--- config.mk ---
export PLATFORM = sky130hd
export DESIGN_NAME = parking_lane_scheduler
export DESIGN_NICKNAME = d
export VERILOG_FILES = /design/src/rtl/parking_lane_scheduler_pkg.sv /design/src/rtl/parking_lane_scheduler_rr_arbiter.sv /design/src/rtl/parking_lane_scheduler.sv
export SDC_FILE = /design/constraint.sdc
export NUM_CORES = 1
export LEC_CHECK = 0
export CAP_MARGIN = 20
export CORE_UTILIZATION = 49
export DETAILED_ROUTE_END_ITERATION = 7
export PLACE_DENSITY = 0.83
export SKIP_LAST_GASP = 1
export SLEW_MARGIN = 20
export SYNTH_ARGS = -nofsm -noshare
export SYNTH_HDL_FRONTEND = slang
export SYNTH_HIERARCHICAL = 1
export SYNTH_SLANG_ARGS = --single-unit
--- constraint.sdc ---
create_clock -name clock_i -period 5.9 [get_ports clock_i]
set_input_delay 1.18 -clock clock_i [delete_from_list [all_inputs] [get_ports clock_i]]
set_output_delay 1.18 -clock clock_i [all_outputs]
set_load 0.005 [all_outputs]
--- src/rtl/parking_lane_scheduler_pkg.sv ---
// Shared types and defaults for the parking-lane access scheduler.
package parking_lane_scheduler_pkg;

  localparam int unsigned DefaultPinW = 16;

  typedef enum logic [1:0] {
    StIdle,
    StWaitPin,
    StCheck,
    StRelease
  } state_e;

endpackage

--- src/rtl/parking_lane_scheduler_rr_arbiter.sv ---
// Combinational round-robin pick: first requester at or after the pointer, wrapping.
module parking_lane_scheduler_rr_arbiter #(
  parameter int unsigned N = 4,
  localparam int unsigned IdxW = $clog2(N)
) (
  input  logic [N-1:0]    req_i,
  input  logic [IdxW-1:0] ptr_i,
  output logic [N-1:0]    grant_o,
  output logic [IdxW-1:0] idx_o,
  output logic            valid_o
);

  // Scan N positions starting at the pointer; the first hit wins.
  always_comb begin
    int unsigned     j;
    logic [IdxW-1:0] j_idx;
    j       = 0;
    j_idx   = '0;
    grant_o = '0;
    idx_o   = '0;
    valid_o = 1'b0;
    for (int unsigned i = 0; i < N; i++) begin
      j     = (32'(ptr_i) + i) % N;
      j_idx = IdxW'(j);
      if (!valid_o && req_i[j_idx]) begin
        valid_o        = 1'b1;
        grant_o[j_idx] = 1'b1;
        idx_o          = j_idx;
      end
    end
  end

endmodule

--- src/rtl/parking_lane_scheduler.sv ---
// Shares one PIN-check/gate access unit between several entry lanes, round-robin,
// and tracks how many cars are in the lot.
module parking_lane_scheduler
  import parking_lane_scheduler_pkg::*;
#(
  parameter int unsigned N_LANES     = 4,
  parameter int unsigned PIN_W       = DefaultPinW,
  parameter int unsigned CAPACITY    = 64,
  parameter int unsigned TIMEOUT_CYC = 1000,
  localparam int unsigned IdxW = $clog2(N_LANES),
  localparam int unsigned OccW = $clog2(CAPACITY + 1),
  localparam int unsigned TmrW = $clog2(TIMEOUT_CYC)
) (
  input  logic                     clock_i,
  input  logic                     reset_i,
  input  logic [N_LANES-1:0]       lane_arrival_i,
  input  logic [N_LANES-1:0]       lane_pin_valid_i,
  input  logic [N_LANES*PIN_W-1:0] lane_pin_i,
  input  logic                     vehicle_exit_i,
  input  logic                     acc_done_i,
  input  logic                     acc_ok_i,
  input  logic                     acc_blocked_i,
  output logic [N_LANES-1:0]       lane_grant_o,
  output logic                     acc_start_o,
  output logic [PIN_W-1:0]         acc_clave_o,
  output logic [N_LANES-1:0]       lane_timeout_o,
  output logic [OccW-1:0]          occupancy_o,
  output logic                     lot_full_o
);

  state_e               state_q, state_d;
  logic [N_LANES-1:0]   grant_q, grant_d;
  logic [IdxW-1:0]      idx_q, idx_d;
  logic [IdxW-1:0]      ptr_q, ptr_d;
  logic [TmrW-1:0]      timer_q, timer_d;
  logic [PIN_W-1:0]     clave_q, clave_d;
  logic                 start_q, start_d;
  logic [N_LANES-1:0]   tout_q, tout_d;
  logic [OccW-1:0]      occ_q, occ_d;
  logic                 full_q, full_d;

  logic [N_LANES-1:0]   arb_grant;
  logic [IdxW-1:0]      arb_idx;
  logic                 arb_valid;

  parking_lane_scheduler_rr_arbiter #(
    .N (N_LANES)
  ) u_arb (
    .req_i   (lane_arrival_i),
    .ptr_i   (ptr_q),
    .grant_o (arb_grant),
    .idx_o   (arb_idx),
    .valid_o (arb_valid)
  );

  // Grant FSM: next state, grant/PIN latch, wait timer and one-cycle pulses.
  always_comb begin
    state_d = state_q;
    grant_d = grant_q;
    idx_d   = idx_q;
    ptr_d   = ptr_q;
    timer_d = timer_q;
    clave_d = clave_q;
    start_d = 1'b0;
    tout_d  = '0;
    unique case (state_q)
      StIdle: begin
        // Full lot or locked-out unit only blocks new grants here.
        if (arb_valid && !full_q && !acc_blocked_i) begin
          grant_d = arb_grant;
          idx_d   = arb_idx;
          timer_d = '0;
          state_d = StWaitPin;
        end
      end
      StWaitPin: begin
        // PIN beats a coincident timeout.
        if (lane_pin_valid_i[idx_q]) begin
          clave_d = lane_pin_i[idx_q*PIN_W +: PIN_W];
          start_d = 1'b1;
          state_d = StCheck;
        end else if (timer_q == TmrW'(TIMEOUT_CYC - 1)) begin
          tout_d  = grant_q;
          grant_d = '0;
          state_d = StRelease;
        end else if (!lane_arrival_i[idx_q]) begin
          grant_d = '0;
          state_d = StRelease;
        end else begin
          timer_d = timer_q + 1'b1;
        end
      end
      StCheck: begin
        if (acc_done_i) begin
          grant_d = '0;
          state_d = StRelease;
        end
      end
      StRelease: begin
        ptr_d   = (idx_q == IdxW'(N_LANES - 1)) ? '0 : idx_q + 1'b1;
        state_d = StIdle;
      end
      default: state_d = StIdle;
    endcase
  end

  // Occupancy: saturating up/down count; simultaneous entry and exit cancel.
  always_comb begin
    logic inc;
    inc   = acc_done_i && acc_ok_i;
    occ_d = occ_q;
    if (inc && !vehicle_exit_i && occ_q != OccW'(CAPACITY)) begin
      occ_d = occ_q + 1'b1;
    end else if (vehicle_exit_i && !inc && occ_q != '0) begin
      occ_d = occ_q - 1'b1;
    end
    full_d = (occ_d == OccW'(CAPACITY));
  end

  // State register with synchronous reset; reset aborts any transaction silently.
  always_ff @(posedge clock_i) begin
    if (reset_i) begin
      state_q <= StIdle;
      grant_q <= '0;
      idx_q   <= '0;
      ptr_q   <= '0;
      timer_q <= '0;
      clave_q <= '0;
      start_q <= 1'b0;
      tout_q  <= '0;
      occ_q   <= '0;
      full_q  <= 1'b0;
    end else begin
      state_q <= state_d;
      grant_q <= grant_d;
      idx_q   <= idx_d;
      ptr_q   <= ptr_d;
      timer_q <= timer_d;
      clave_q <= clave_d;
      start_q <= start_d;
      tout_q  <= tout_d;
      occ_q   <= occ_d;
      full_q  <= full_d;
    end
  end

  assign lane_grant_o   = grant_q;
  assign acc_start_o    = start_q;
  assign acc_clave_o    = clave_q;
  assign lane_timeout_o = tout_q;
  assign occupancy_o    = occ_q;
  assign lot_full_o     = full_q;

endmodule

### After elaboration in Yosys (flattened, before gate mapping)

Cells that the tools add are included.
Widths: inputs -> output; s select.

| word-level totals | value |
|---|---|
| input bits | 78 |
| register bits after elaboration | 49 |
| output and inout bits | 33 |

| operators by class | value |
|---|---|
| eq/ne operators | 14 |
| order comparisons | 9 |
| mux-type cells | 53 |
| reductions and logical operators | 32 |
| add/sub/neg operators | 7 |
| shift-type cells | 1 |
| bitwise gates (word level) | 5 |

Operators by type and width:

| cell | number |
|---|---|
| $shiftx 64x7->16 | 1 |
| $mux 10 | 4 |
| $mux 4 | 9 |
| $mux 2 | 10 |
| $pmux 10 s2 | 1 |
| $lt 2x3->1 const B | 5 |
| $mux 1 | 15 |
| $logic_and 1x1->1 | 14 |
| $mux 7 | 2 |
| $bmux 1 s2 | 6 |
| $or 4x4->4 | 3 |
| $pmux 4 s3 | 1 |
| $add 10x1->10 const B | 1 |
| $eq 10x10->1 const B | 1 |
| $ne 2x2->1 const B | 5 |
| $reduce_and 5->1 | 2 |
| $demux 1 s2 | 4 |
| $ge 2x1->1 const B | 4 |
| $pmux 2 s4 | 1 |
| $add 7x1->7 const B | 1 |
| $eq 7x7->1 const B | 1 |
| $logic_not 1->1 | 7 |
| $ne 7x7->1 const B | 1 |
| $reduce_bool 7->1 | 1 |
| other kinds (15) | 21 |

### Logic depth before layout (Yosys ltp)

Gate-level depths: netlist (run 1).

| depth | value |
|---|---|
| word-level depth | 16 |
| mapped depth | 13 |
| gate-level depth less buffers | 11 |

### Cells and area by module

The synthesis (run 1) kept the hierarchy.

Modules (own cells, without submodules):

| module | cells each | times used | area each (µm²) |
|---|---|---|---|
| parking_lane_scheduler | 302 | 1 | 2737.6 |
| parking_lane_scheduler_rr_arbiter | 45 | 1 | 419.2 |

### Least setup slack after synthesis (run 1)

No wires, ideal clock.

| timing path | value |
|---|---|
| path type | input-to-reg |
| start point | input port lane_arrival_i[0] |
| end point | register timer_q[9] |
| data required time | 5828 ps |
| path slack | 2704 ps |
| arrival time | 3125 ps |
| stages | 10 |
| path through | mux4_2 -> buf_6 -> nor3_1 -> nand2b_1 -> or3b_2 -> a22o_1 -> a21oi_4 -> nand2_2 -> or3_1 -> a21oi_1 |

| between the ends | value |
|---|---|
| longest elaborated chain between the ends | 16 |
| elaborated cells on any way between the ends | 25 |
| classes of those cells | 2 x eq/ne; 14 x mux; 9 x reduce/logical |

Ends and longest elaborated chain:

| element | line | text |
|---|---|---|
| start, declared | parking_lane_scheduler.sv:16 | `input logic [N_LANES-1:0] lane_arrival_i,` |
| $bmux 1 s2 | parking_lane_scheduler_rr_arbiter.sv:25 | `if (!valid_o && req_i[j_idx]) begin` |
| $mux 1 (not written as such) | parking_lane_scheduler_rr_arbiter.sv:25 |  |
| $mux 1 | parking_lane_scheduler_rr_arbiter.sv:25 |  |
| $logic_not 1->1 | parking_lane_scheduler_rr_arbiter.sv:25 |  |
| $logic_and 1x1->1 | parking_lane_scheduler_rr_arbiter.sv:25 |  |
| $mux 1 | parking_lane_scheduler_rr_arbiter.sv:25 |  |
| $logic_not 1->1 | parking_lane_scheduler_rr_arbiter.sv:25 |  |
| $logic_and 1x1->1 | parking_lane_scheduler_rr_arbiter.sv:25 |  |
| $mux 1 | parking_lane_scheduler_rr_arbiter.sv:25 |  |
| $logic_not 1->1 | parking_lane_scheduler_rr_arbiter.sv:25 |  |
| $logic_and 1x1->1 | parking_lane_scheduler_rr_arbiter.sv:25 |  |
| $mux 1 (*) | parking_lane_scheduler_rr_arbiter.sv:25 |  |
| named net arb_valid | parking_lane_scheduler.sv:44 | `logic arb_valid;` |
| $logic_and 1x1->1 (*) (2 in series) | parking_lane_scheduler.sv:69 | `if (arb_valid && !full_q && !acc_blocked_i) begin` |
| $ne 2x2->1 (no source line) (*) | - |  |
| $reduce_and 5->1 (no source line) (*) | - |  |
| end signal, assigned | parking_lane_scheduler.sv:138 | `timer_q <= timer_d;` |
| end, declared | parking_lane_scheduler.sv:35 | `logic [TmrW-1:0] timer_q, timer_d;` |

Mark *: on every way through the listed nets, which the timed path passes. The rest lies on a longest branch. The select of a mux whose other input is x is not followed.
A chain may end at the register's enable or synchronous reset.

### Worst setup path after layout (run 1)

| timing path | value |
|---|---|
| start point | input port lane_arrival_i[2] |
| end point | register timer_q[9] |

Same word-level chain as after synthesis.

==> results of run 1 <==
kinds of logic (layout without fill, tap and decap cells):
| kind of cell | after synthesis | in the layout | share of synthesized area |
|---|---|---|---|
| simple gates | 141 | 141 | 0.2263 |
| buf+inv | 32 | 131 | 0.04637 |
| fa+ha+maj | 14 | 14 | 0.05549 |
| mux | 30 | 30 | 0.1867 |
| flops | 49 | 49 | 0.3107 |
| xor+xnor | 8 | 8 | 0.02220 |
| compound gates | 73 | 73 | 0.1522 |
metrics by stage:
step / utilization / area (µm²) / cells / setup WS (ns) / hold slack, ns
2_1_floorplan: - / 3157 / 347 / 2.704 / 0.4527
3_3_place_gp: 0.7038 / 4265 / 514 / 1.959 / 0.4414
3_5_place_dp: 0.7038 / 4265 / 514 / 1.870 / 0.4453
4_1_cts: 0.7186 / 4355 / 521 / 2.161 / 0.4573
5_1_grt: 0.7186 / 4355 / 521 / 1.966 / 0.4747
6_report: 0.7186 / 4355 / 521 / 2.145 / 0.4551
worst max path at each step:
stage	slack, ns	cells past startpoint	endpoint
after floorplan	2.70	10	timer_q[9]
after global placement	1.96	10	timer_q[9]
after detailed placement	1.87	10	timer_q[9]
after CTS	2.16	10	timer_q[9]
after global routing	1.97	10	timer_q[9]
final	2.15	10	timer_q[9]
sequential cells by signal, summed over array words and instances (netlist names):
signal / count
acc_clave_o: 16
acc_start_o: 1
idx_q: 2
lane_grant_o: 4
lane_timeout_o: 4
lot_full_o: 1
occupancy_o: 7
ptr_q: 2
state_q: 2
timer_q: 10
tightest hold or removal path: cells and delay by family (launching register included):
kind / cells / cell delay (ns)
flops: 1 / 0.31
compound gates: 1 / 0.05
simple gates: 1 / 0.05
final cells by class:
type / count / area [µm²] / share of cell area
repair buffers: 112 / 1116 / 0.2562
well taps: 75 / 93.84 / 0.02155
clock buffers: 6 / 82.58 / 0.01896
clock inverters: 1 / 7.507 / 0.001724
inverters: 12 / 45.04 / 0.01034
flip-flops and latches: 49 / 980.9 / 0.2252
multi-input cells: 266 / 2029 / 0.4660
per-layer routing:
metal  share of wire  track usage  vias to the layer above
li1                -            -                     1464
met1            0.43       0.2948                     1422
met2            0.50       0.3975                       98
met3           0.054      0.06264                       14
met4           0.017      0.09649                        0
met5               0            0                        -
synth_stat cells (3+ instances only):
cell type   n  area share
dfxtp_1    49        0.31
o31ai_1     3      0.0071
and2_1      7       0.014
nor2_1     32       0.038
nand2_1    48       0.057
ha_1       14       0.055
o21ai_0    11       0.017
mux2i_1     6       0.019
clkbuf_1   13       0.015
mux4_1      3       0.025
buf_2       3      0.0048
nand3b_1    5       0.012
inv_1      12       0.014
nand2b_1    6       0.012
a22oi_1     8       0.019
nor4_1      3      0.0059
buf_6       3       0.011
nand4_1     6       0.012
mux4_2     19        0.14
nor3_1      4      0.0063
a21oi_1    29       0.046
nand3_1     8       0.013
or3_1       4      0.0079
xor2_1      7       0.019
power by group:
part           internal [mW]  total (mW)  switching (mW)  leakage [nW]
Clock                 0.0927       0.198           0.106        0.0433
Sequential             0.388       0.472          0.0839         0.397
Combinational          0.370       0.720           0.350          1.06
Total                  0.850        1.39           0.540          1.50
==> reports/qor.yml, run 1 <==
status:
  status: "complete, no violations"
critical_path:
  r2r_start: "ptr_q[0]"
  worstSetupEndpointType: "flip-flop"
  slowest_stage: "clkdlybuf4s50_1"
  critPathMaxFanout: 13
  timing.rr.end: "timer_q[9]"
  reg2reg_depth: 11
  worst-path-buf-inv: 1
  crit_type: "in -> reg"
  critPathRequiredTime_ns: 6.13
  start_kind: "input port"
  critPathArrivalTime_ns: 3.98
  crit_path_cell_trace: "clkdlybuf4s50_1 > mux4_2 > nor3_1 > nand2b_1 > or3b_2 > a22o_1 > a21oi_4 > nand2_2 > or3_1 > a21oi_1"
  cpLargestDelayFamily: "simple AND/OR/NAND/NOR gates"
  critPathMaxStageDelay_ns: 0.57
  rrSetupSlack_ns: 2.37
  cp-startpoint: "lane_arrival_i[2]"
cts:
  worstSkewPairLatency_ns: 0.30
  numCtsBuffers: 5
  cts_htree_levels: 2
  cts.path.max_buffers: 2
  cts_root_buf: "clkbuf_8"
  post-cts-setup-buffers: 0
  cts.repair.resized: 0
  cts_hold_buf: 0
  clkTransAtPathRegs_ns: 0.08
  cts_sinks: 49
  cts_tree: "yes"
synthesis:
  yosys_most_used_dff: "dfxtp_1"
  synth.avg_cell_area_um2: 9.097
  syn-cell-area_um2: 3157
  ys_warn_count: 6
  synth_cell_types: 60
  syn_inst: 347
  synth_edf_count: 0
  ys_seq_area_frac: 0.3107
  ys_seq_elements: 49
  synthesis.nets: 439
  async_reset_ff_frac: 0
final_layout:
  final_cell_mix: "clkdlybuf4s50_1 (110), dfxtp_1 (49), nand2_1 (48)"
  nets: 538
  n_antenna_cell: 0
  num-fill-cells: 465
  areaGrowthSynthToFinish_pct: 37.97
  drive_gt1_frac: 0.09865
  final_common_cell: "clkdlybuf4s50_1"
grt:
  antenna_found_initial: 0
  grt_max_degree: 25
  grt_overflow_total: 0
  track_usage: 0.2396
  grt_pass1_wl_um: 12240
  grt_pass1_vias: 2718
route:
  first_iter_violations: 171
  vias: 2998
  routed_wl_um: 7820
  ant_nets: 0
  via_per_inst: 5.754
  drc: 0
  wl_per_cell_um: 15.01
  first_pass_iters: 5
sta:
  rsz0062_at_grt: "no"
  period_minus_slack_ns: 3.755
  skew_ns: 0.002790
  final.period_utilization: 0.6364
  drv_slew: 0
  maxSlewHeadroom: 0.3886
  setup_viol: 0
  setup_tns_ns: 0
  hold_viol: 0
  fmax_mhz: 266.3
  tightest_slew_ns: 0.9159
die:
  start_util: 0.5209
  die_w_um: 82.27
  die_h_um: 82.27
  io_pins: 111
  coreArea_um2: 6061
  dieArea_um2: 6768
  rows: 28
hold_path:
  min_from: "acc_clave_o[2]"
  hold_class: "reg -> reg"
  min_to: "acc_clave_o[2]"
  whs_path_depth: 2
pwr:
  leakage_nw: 1.503
  ir_drop_uv: 265.5
  p_total_mw: 1.390
  power.density_nw_per_um2: 319.1
placed_design:
  hpwl_um: 6069
  gp_congestion: 0.9212
  port_buffers: 110
run:
  drv_cap: 0
(Power assumes the default switching activity.)
==> inputs of run 2 (changes only) <==
- CORE_UTILIZATION: 49 -> 41
- PLACE_DENSITY: 0.83 -> 0.74
- clock period: 5.9 -> 3.32 ns (I/O delays scaled with it)
==> run 2 against run 1 <==
  * Total power increased by 83%
  * Sequential share of layout area decreased by 0.52 points
  * Final area increased by 2.4%
  * Clock power increased by 110%
  * Worst setup slack got worse by 1.7 ns
  * Sequential power increased by 71%
  * Register-to-register slack got worse by 1.8 ns
  * Final cell count increased by 6.1%
  * Clock-buffer cell count decreased by 1
  * Via count decreased by 1.1%
  * Sequential cell count unchanged
  * Die area increased by 19%
  * Critical path type unchanged
==> reports/qor.yml, run 2 (synthesis results as in run 1) <==
status:
  status: "complete, no violations"
final_layout:
  drive_gt1_frac: 0.1145  # +0.01588
  fin_cells: 553  # +6.1%
  final_common_cell: "clkdlybuf4s50_1"
  largest_register_ffs: 16  # unchanged
  areaGrowthSynthToFinish_pct: 41.26
  final_core_util: 0.6083  # -0.1103
  postLayoutCellArea_um2: 4459  # +2.4%
  n_antenna_cell: 0  # unchanged
  nets: 546  # +1.5%
  final_cell_mix: "clkdlybuf4s50_1 (110), dfxtp_1 (49), nand2_1 (48)"
placed_design:
  port_buffers: 110  # unchanged
  gp_congestion: 0.8299  # -9.9%
  hpwl_um: 6276  # +3.4%
  place_area_um2: 4355  # +2.1%
  dp_cells: 546  # +6.2%
  dp_slack_ns: 0.07112  # -1.799 ns
grt:
  grt_pass1_vias: 2854  # +5.0%
  track_usage: 0.2023  # -0.03727
  antenna_found_initial: 0  # unchanged
  grt_pass1_wl_um: 13390  # +9.4%
  grt_overflow_total: 0  # unchanged
  grt_max_degree: 26  # +4.0%
sta:
  setup_tns_ns: 0  # unchanged
  final.period_utilization: 0.8797
  maxSlewHeadroom: 0.5920  # +0.2034
  hold_viol: 0  # unchanged
  timing.hold.ws_ns: 0.4572  # +0.002128 ns
  tightest_slew_ns: 0.6108  # -0.3051 ns
  setup_viol: 0  # unchanged
  fmax_mhz: 342.4
  drv_slew: 0  # unchanged
  period_minus_slack_ns: 2.921
  skew_ns: 0.007322  # +0.004532 ns
  setup_slack_ns: 0.3994  # -1.746 ns
  rsz0062_at_grt: "no"
cts:
  cts_sinks: 49  # unchanged
  worstSkewPairLatency_ns: 0.30  # about the same
  cts.repair.resized: 0  # unchanged
  post-cts-setup-buffers: 0  # unchanged
  cts_tree: "yes"
  cts.path.max_buffers: 2  # unchanged
  cts_root_buf: "clkbuf_8"
  clkTransAtPathRegs_ns: 0.09  # about the same
  cts_htree_levels: 2  # unchanged
  numCtsBuffers: 5  # unchanged
  cts_hold_buf: 0  # unchanged
die:
  die_w_um: 89.75  # +9.1%
  start_util: 0.4306  # -0.09023
  rows: 31  # +11%
  io_pins: 111  # unchanged
  coreArea_um2: 7331  # +21%
  dieArea_um2: 8054  # +19%
  die_h_um: 89.75  # +9.1%
critical_path:
  crit_path_cell_trace: "clkdlybuf4s50_1 > mux4_2 > nor3_1 > nand2b_1 > or3b_2 > a22o_1 > a21oi_4 > nand2_2 > or3_1 > a21oi_1"
  critPathArrivalTime_ns: 3.15  # -0.83 ns
  slowest_stage: "clkdlybuf4s50_1"
  crit_type: "in -> reg"
  start_kind: "input port"
  cpLargestDelayFamily: "simple AND/OR/NAND/NOR gates"
  critPathRequiredTime_ns: 3.55  # -2.58 ns
  worstSetupEndpointType: "flip-flop"
  critPathMaxStageDelay_ns: 0.55  # -0.02 ns
  critPathMaxFanout: 6  # -7
  worst-path-buf-inv: 1  # unchanged
pwr:
  power.density_nw_per_um2: 571.4  # +79%
  p_total_mw: 2.548  # +83%
  leakage_nw: 1.555  # +3.4%
  ir_drop_uv: 279.6  # +5.3%
route:
  wl_per_cell_um: 14.28  # -4.9%
  ant_nets: 0  # unchanged
  drc: 0  # unchanged
  via_per_inst: 5.363  # -6.8%
  vias: 2966  # -1.1%
  first_iter_violations: 147  # -14%
  routed_wl_um: 7895  # +0.96%
  first_pass_iters: 4  # -1
hold_path:
  hold_class: "reg -> reg"
run:
  drv_cap: 0  # unchanged
## run 2: power breakdown
group,total [mW],internal (mW),switching [mW]
clock,0.408,0.219,0.189
sequential,0.809,0.689,0.119
combinational,1.33,0.684,0.647
## run 2: area by class of cell
cell class              instances  area, µm²
flip-flops and latches         49      980.9
multi-input cells             266       2029
fillers                       605       2872
inverters                      12      45.04
clock buffers                   5      68.82
clock inverters                 2      35.03
repair buffers                120       1176
well taps                      99      123.9
## run 2: worst min-delay path, cell delays in order, from the launching register on
cell	delay, ns
dfxtp_1	0.32
nand2_1	0.05
a21oi_1	0.05
## run 2: path summary, 6_finish.rpt
kind               endpoint  cells past startpoint  slack, ns              start
max              timer_q[9]                     10       0.40  lane_arrival_i[1]
min          acc_clave_o[7]                      2       0.46     acc_clave_o[7]
max reg2reg      timer_q[9]                     10       0.55           ptr_q[0]
min reg2reg  acc_clave_o[7]                      2       0.46     acc_clave_o[7]
## run 2: metal layers
| layer | global-route usage | routed length (µm) | vias up |
|---|---|---|---|
| li1 | - | - | 1478 |
| met1 | 0.2598 | 3448 | 1378 |
| met2 | 0.3474 | 3904 | 103 |
| met3 | 0.03553 | 433 | 7 |
| met4 | 0.05874 | 108 | 0 |
| met5 | 0 | 0 | - |
==> inputs of run 3 (changes only) <==
==> constraint.sdc (replaced) <==
create_clock -name clock_i -period 3.32 [get_ports clock_i]
set_input_delay 0.83 -clock clock_i [delete_from_list [all_inputs] [get_ports clock_i]]
set_output_delay 0.83 -clock clock_i [all_outputs]
set_load 0.005 [all_outputs]
==> run 3 against run 2 <==
  * Clock-buffer cell count unchanged
  * Final area grew 0.11%
  * Clock skew fell by 0.0029 ns
  * Critical path depth stayed put
  * Global-route usage increased by 1.3 points
  * Sequential cell count stayed put
  * Via count is 1.6% higher
  * Non-clock buffer count rose by 3
  * Clock power decreased by 17%
==> reports/qor.yml, run 3 (synthesis results as in run 1) <==
pwr:
  ir_drop_uv: 201.3  # -28%
  power.density_nw_per_um2: 563.2  # -1.4%
  leakage_nw: 1.559  # +0.26%
sta:
  period_minus_slack_ns: 3.054  # +0.1333 ns
  timing.hold.ws_ns: 0.4573  # +0.00008000 ns
  hold_viol: 0  # unchanged
  tightest_slew_ns: 0.6631  # +0.05226 ns
  skew_ns: 0.004402  # -0.002921 ns
  final.period_utilization: 0.9198  # +0.04014
  maxSlewHeadroom: 0.5574  # -0.03460
  fmax_mhz: 327.5  # -4.4%
  drv_slew: 0  # unchanged
  setup_viol: 0  # unchanged
  rsz0062_at_grt: "no"
critical_path:
  start_kind: "input port"
  critPathMaxFanout: 8  # +2
  worstSetupEndpointType: "flip-flop"
  crit_type: "in -> reg"
  rrSetupSlack_ns: 0.62  # +0.07 ns
  critPathRequiredTime_ns: 3.54  # about the same
  critPathArrivalTime_ns: 3.28  # +0.13 ns
final_layout:
  final_cell_mix: "clkdlybuf4s50_1 (110), dfxtp_1 (49), nand2_1 (48)"
  final_common_cell: "clkdlybuf4s50_1"
  n_antenna_cell: 0  # unchanged
  areaGrowthSynthToFinish_pct: 41.42
  nets: 549  # +0.55%
  largest_register_ffs: 16  # unchanged
  fin_cells: 557  # +0.72%
  drive_gt1_frac: 0.1223  # +0.007733
route:
  drc: 0  # unchanged
  via_per_inst: 5.411  # +0.89%
  wl_per_cell_um: 14.78  # +3.5%
  vias: 3014  # +1.6%
  routed_wl_um: 8230  # +4.2%
  first_iter_violations: 79  # -46%
  ant_nets: 0  # unchanged
  first_pass_iters: 5  # +1
hold_path:
  hold_class: "reg -> reg"
placed_design:
  dp_cells: 549  # +0.55%
  hpwl_um: 6603  # +5.2%
  port_buffers: 110  # unchanged
  gp_congestion: 0.8302  # about the same
grt:
  antenna_found_initial: 0  # unchanged
  track_usage: 0.2150  # +0.01275
  grt_pass1_vias: 3069  # +7.5%
  grt_pass1_wl_um: 14240  # +6.3%
  grt_max_degree: 19  # -27%
  grt_overflow_total: 0  # unchanged
cts:
  cts_hold_buf: 0  # unchanged
  cts.path.max_buffers: 2  # unchanged
  cts_tree: "yes"
  cts.repair.resized: 0  # unchanged
  cts_htree_levels: 2  # unchanged
  clkTransAtPathRegs_ns: 0.08  # about the same
  numCtsBuffers: 5  # unchanged
  worstSkewPairLatency_ns: 0.30  # about the same
  cts_root_buf: "clkbuf_8"
  cts_sinks: 49  # unchanged
  post-cts-setup-buffers: 0  # unchanged
run:
  drv_cap: 0  # unchanged
die:
  coreArea_um2: 7331  # unchanged
  io_pins: 111  # unchanged
  die_h_um: 89.75  # unchanged
  die_w_um: 89.75  # unchanged
  rows: 31  # unchanged
  dieArea_um2: 8054  # unchanged
  start_util: 0.4306  # unchanged
status:
  status: "complete, no violations"
==> run 3: cell count changes in the layout (fill, tap and decap cells not counted), sizes merged <==
cell,change
bufinv,-1
clkinv,+1
clkinvlp,+1
buf,+3
==> run 3: report_power, final <==
part | switching (mW) | internal, mW | total (mW)
logic | 0.643 | 0.705 | 1.35
registers | 0.137 | 0.689 | 0.826
clock network | 0.195 | 0.145 | 0.340
total | 0.975 | 1.54 | 2.51
==> run 3: layer usage <==
metal / up-vias / GRT usage / wire [µm] / share of wire
met2: 95 / 0.3910 / 4185 / 0.51
met1: 1421 / 0.2457 / 3431 / 0.42
met4: 0 / 0.07377 / 167 / 0.020
met5: - / 0 / 0 / 0
met3: 13 / 0.04992 / 445 / 0.054
li1: 1485 / - / - / -
==> run 3: cell type report <==
cell class              instances  area [µm²]
flip-flops and latches         49       980.9
well taps                      99       123.9
clock buffers                   5       68.82
repair buffers                123        1199
multi-input cells             266        2029
clock inverters                 3       17.52
inverters                      12       45.04
fillers                       628        2867
==> run 3: critical path, stage by stage <==
cell and delay, ns:
clkdlybuf4s50_1 0.57, mux4_2 0.29, nor3_1 0.07, nand2b_1 0.08, or3b_2 0.47, a22o_1 0.28, buf_4 0.15, nor2_2 0.23
nand3b_1 0.12, a21oi_1 0.17
==> run 3: final timing paths <==
kind | end | from | depth (start not counted)
max | lane_grant_o[0] | lane_arrival_i[3] | 10
min | acc_clave_o[5] | acc_clave_o[5] | 2
max reg2reg | lane_grant_o[0] | ptr_q[0] | 11
min reg2reg | acc_clave_o[5] | acc_clave_o[5] | 2
==> run 3: stage by stage <==
stage | TNS, ns | setup WS, ns | util | total power [mW] | instance area, µm²
floorplan | 0 | 0.3740 | - | 1.694 | 3157
CTS | 0 | 0.2736 | 0.6090 | 2.530 | 4464
detailed placement | -0.4211 | -0.06733 | 0.5972 | 2.179 | 4378
finish | 0 | 0.2661 | 0.6090 | 2.514 | 4464
global placement | 0 | 0.04166 | 0.5972 | 2.145 | 4378
global route | 0 | 0.08365 | 0.6090 | 2.714 | 4464
==> RTL change: new RTL, settings of run 1 <==
Make the reset (`reset_i`) asynchronous in one clocked block. Comments in the files are not updated.
--- a/src/rtl/parking_lane_scheduler.sv
+++ b/src/rtl/parking_lane_scheduler.sv
@@ -118,7 +118,7 @@
   end
 
   // State register with synchronous reset; reset aborts any transaction silently.
-  always_ff @(posedge clock_i) begin
+  always_ff @(posedge clock_i or posedge reset_i) begin
     if (reset_i) begin
       state_q <= StIdle;
       grant_q <= '0;
Function: differs if reset_i is asserted again (counterexample within 4 cycles, from zero or initial values and one cycle with reset_i high); with reset_i held inactive, the same outputs for 4 cycles.
==> RTL change against run 1 <==
- critical path type unchanged
- wire length up 5.1%
- highest routed layer unchanged
- core utilization down 1.7 points
- sequential cell count unchanged
- setup slack better by 0.22 ns
- die area grew 3.9%
- synthesized area is 4.0% higher
- power increased by 40%
- count of clock-buffer cells in the layout decreased by 1
- design area up 3.5%
- the run now ends with DRC left
==> RTL change: results <==
set metrics [dict create \
    status "finished with violations" \
    violations "DRC" \
    drive_above_1_share 0.1680 \
    final-clk-cell-share 0.01915 \
    use_met2 0.4292 \
    synth_fa_ha_area_frac 0.05335 \
    synth-seq-area-share 0.3735 \
    drt_first_pass_iters 6 \
    bufAreaShareNonClock 0.2459 \
    fillers 472 \
    drt_wl_total_mm 8.220 \
    peakVddDrop_v 0.0003018 \
    vias_per_cell 5.905 \
    synth_nets 371 \
    place_area_mm2 0.004420 \
    place_ws_ns 2.063 \
    p_leak_nw 1.830 \
    finClkSkew_ns 0.008894 \
    synth_area_per_cell_um2 11.77 \
    p_seq_uw 624 \
    slew_headroom 0.4440 \
    grt_usage 0.2440 \
    yosys-top-cells-area "dfrtp_1 37%, mux4_2 14%, mux2_2 7.5%" \
    synth_compound_area_frac 0.1223 \
    inv_count 18 \
    synthDistinctLibCells 64 \
    async_reset_ff_frac 1.000 \
    nNonClkBuffers 111 \
    critical-path-max-stage-delay_ns 0.66 \
    yosys-top-cells-count "49 x dfrtp_1, 22 x mux2_2, 20 x mux4_2" \
    place_inst 456 \
    routabilityCongestion 0.8767 \
    multi_input_gates 201 \
    multi_input_area_share 0.4263 \
    grt_pass1_wl_mm 13.62 \
    drtIter0Drc 163 \
    remaining_drc_errors 14 \
    clk-power_uw 193 \
    switching_share 0.3908 \
    cellInternalPower_mw 1.189 \
    muxShareOfSynthArea 0.2519 \
    fin_nets 478 \
    grt_pass1_vias 2831 \
    grt_use_met3 0.05045 \
]
-- RTL change: changes by cell type in the layout (fill, tap and decap cells not counted), moves of 20 or more --
cell	delta
a21oi_1	-25
dfrtp_1	+49
dfxtp_1	-49
mux2_2	+20
nand2_1	-29
nor2_1	-24
-- RTL change: worst paths after layout --
kind | from | end | slack, ns | cells after the start
max in group asynchronous | reset_i | state_q[0]$_DFFE_PP0P_ | 4.08 | 2
max reg2reg | ptr_q[0]$_DFFE_PP0N_ | timer_q[9]$_DFFE_PP0P_ | 2.74 | 10
min in group asynchronous | reset_i | timer_q[2]$_DFFE_PP0P_ | 1.33 | 2
max | lane_arrival_i[3] | timer_q[5]$_DFFE_PP0P_ | 2.37 | 9
min reg2reg | acc_clave_o[8]$_DFFE_PP0P_ | acc_clave_o[8]$_DFFE_PP0P_ | 0.51 | 1
min | acc_clave_o[8]$_DFFE_PP0P_ | acc_clave_o[8]$_DFFE_PP0P_ | 0.51 | 1
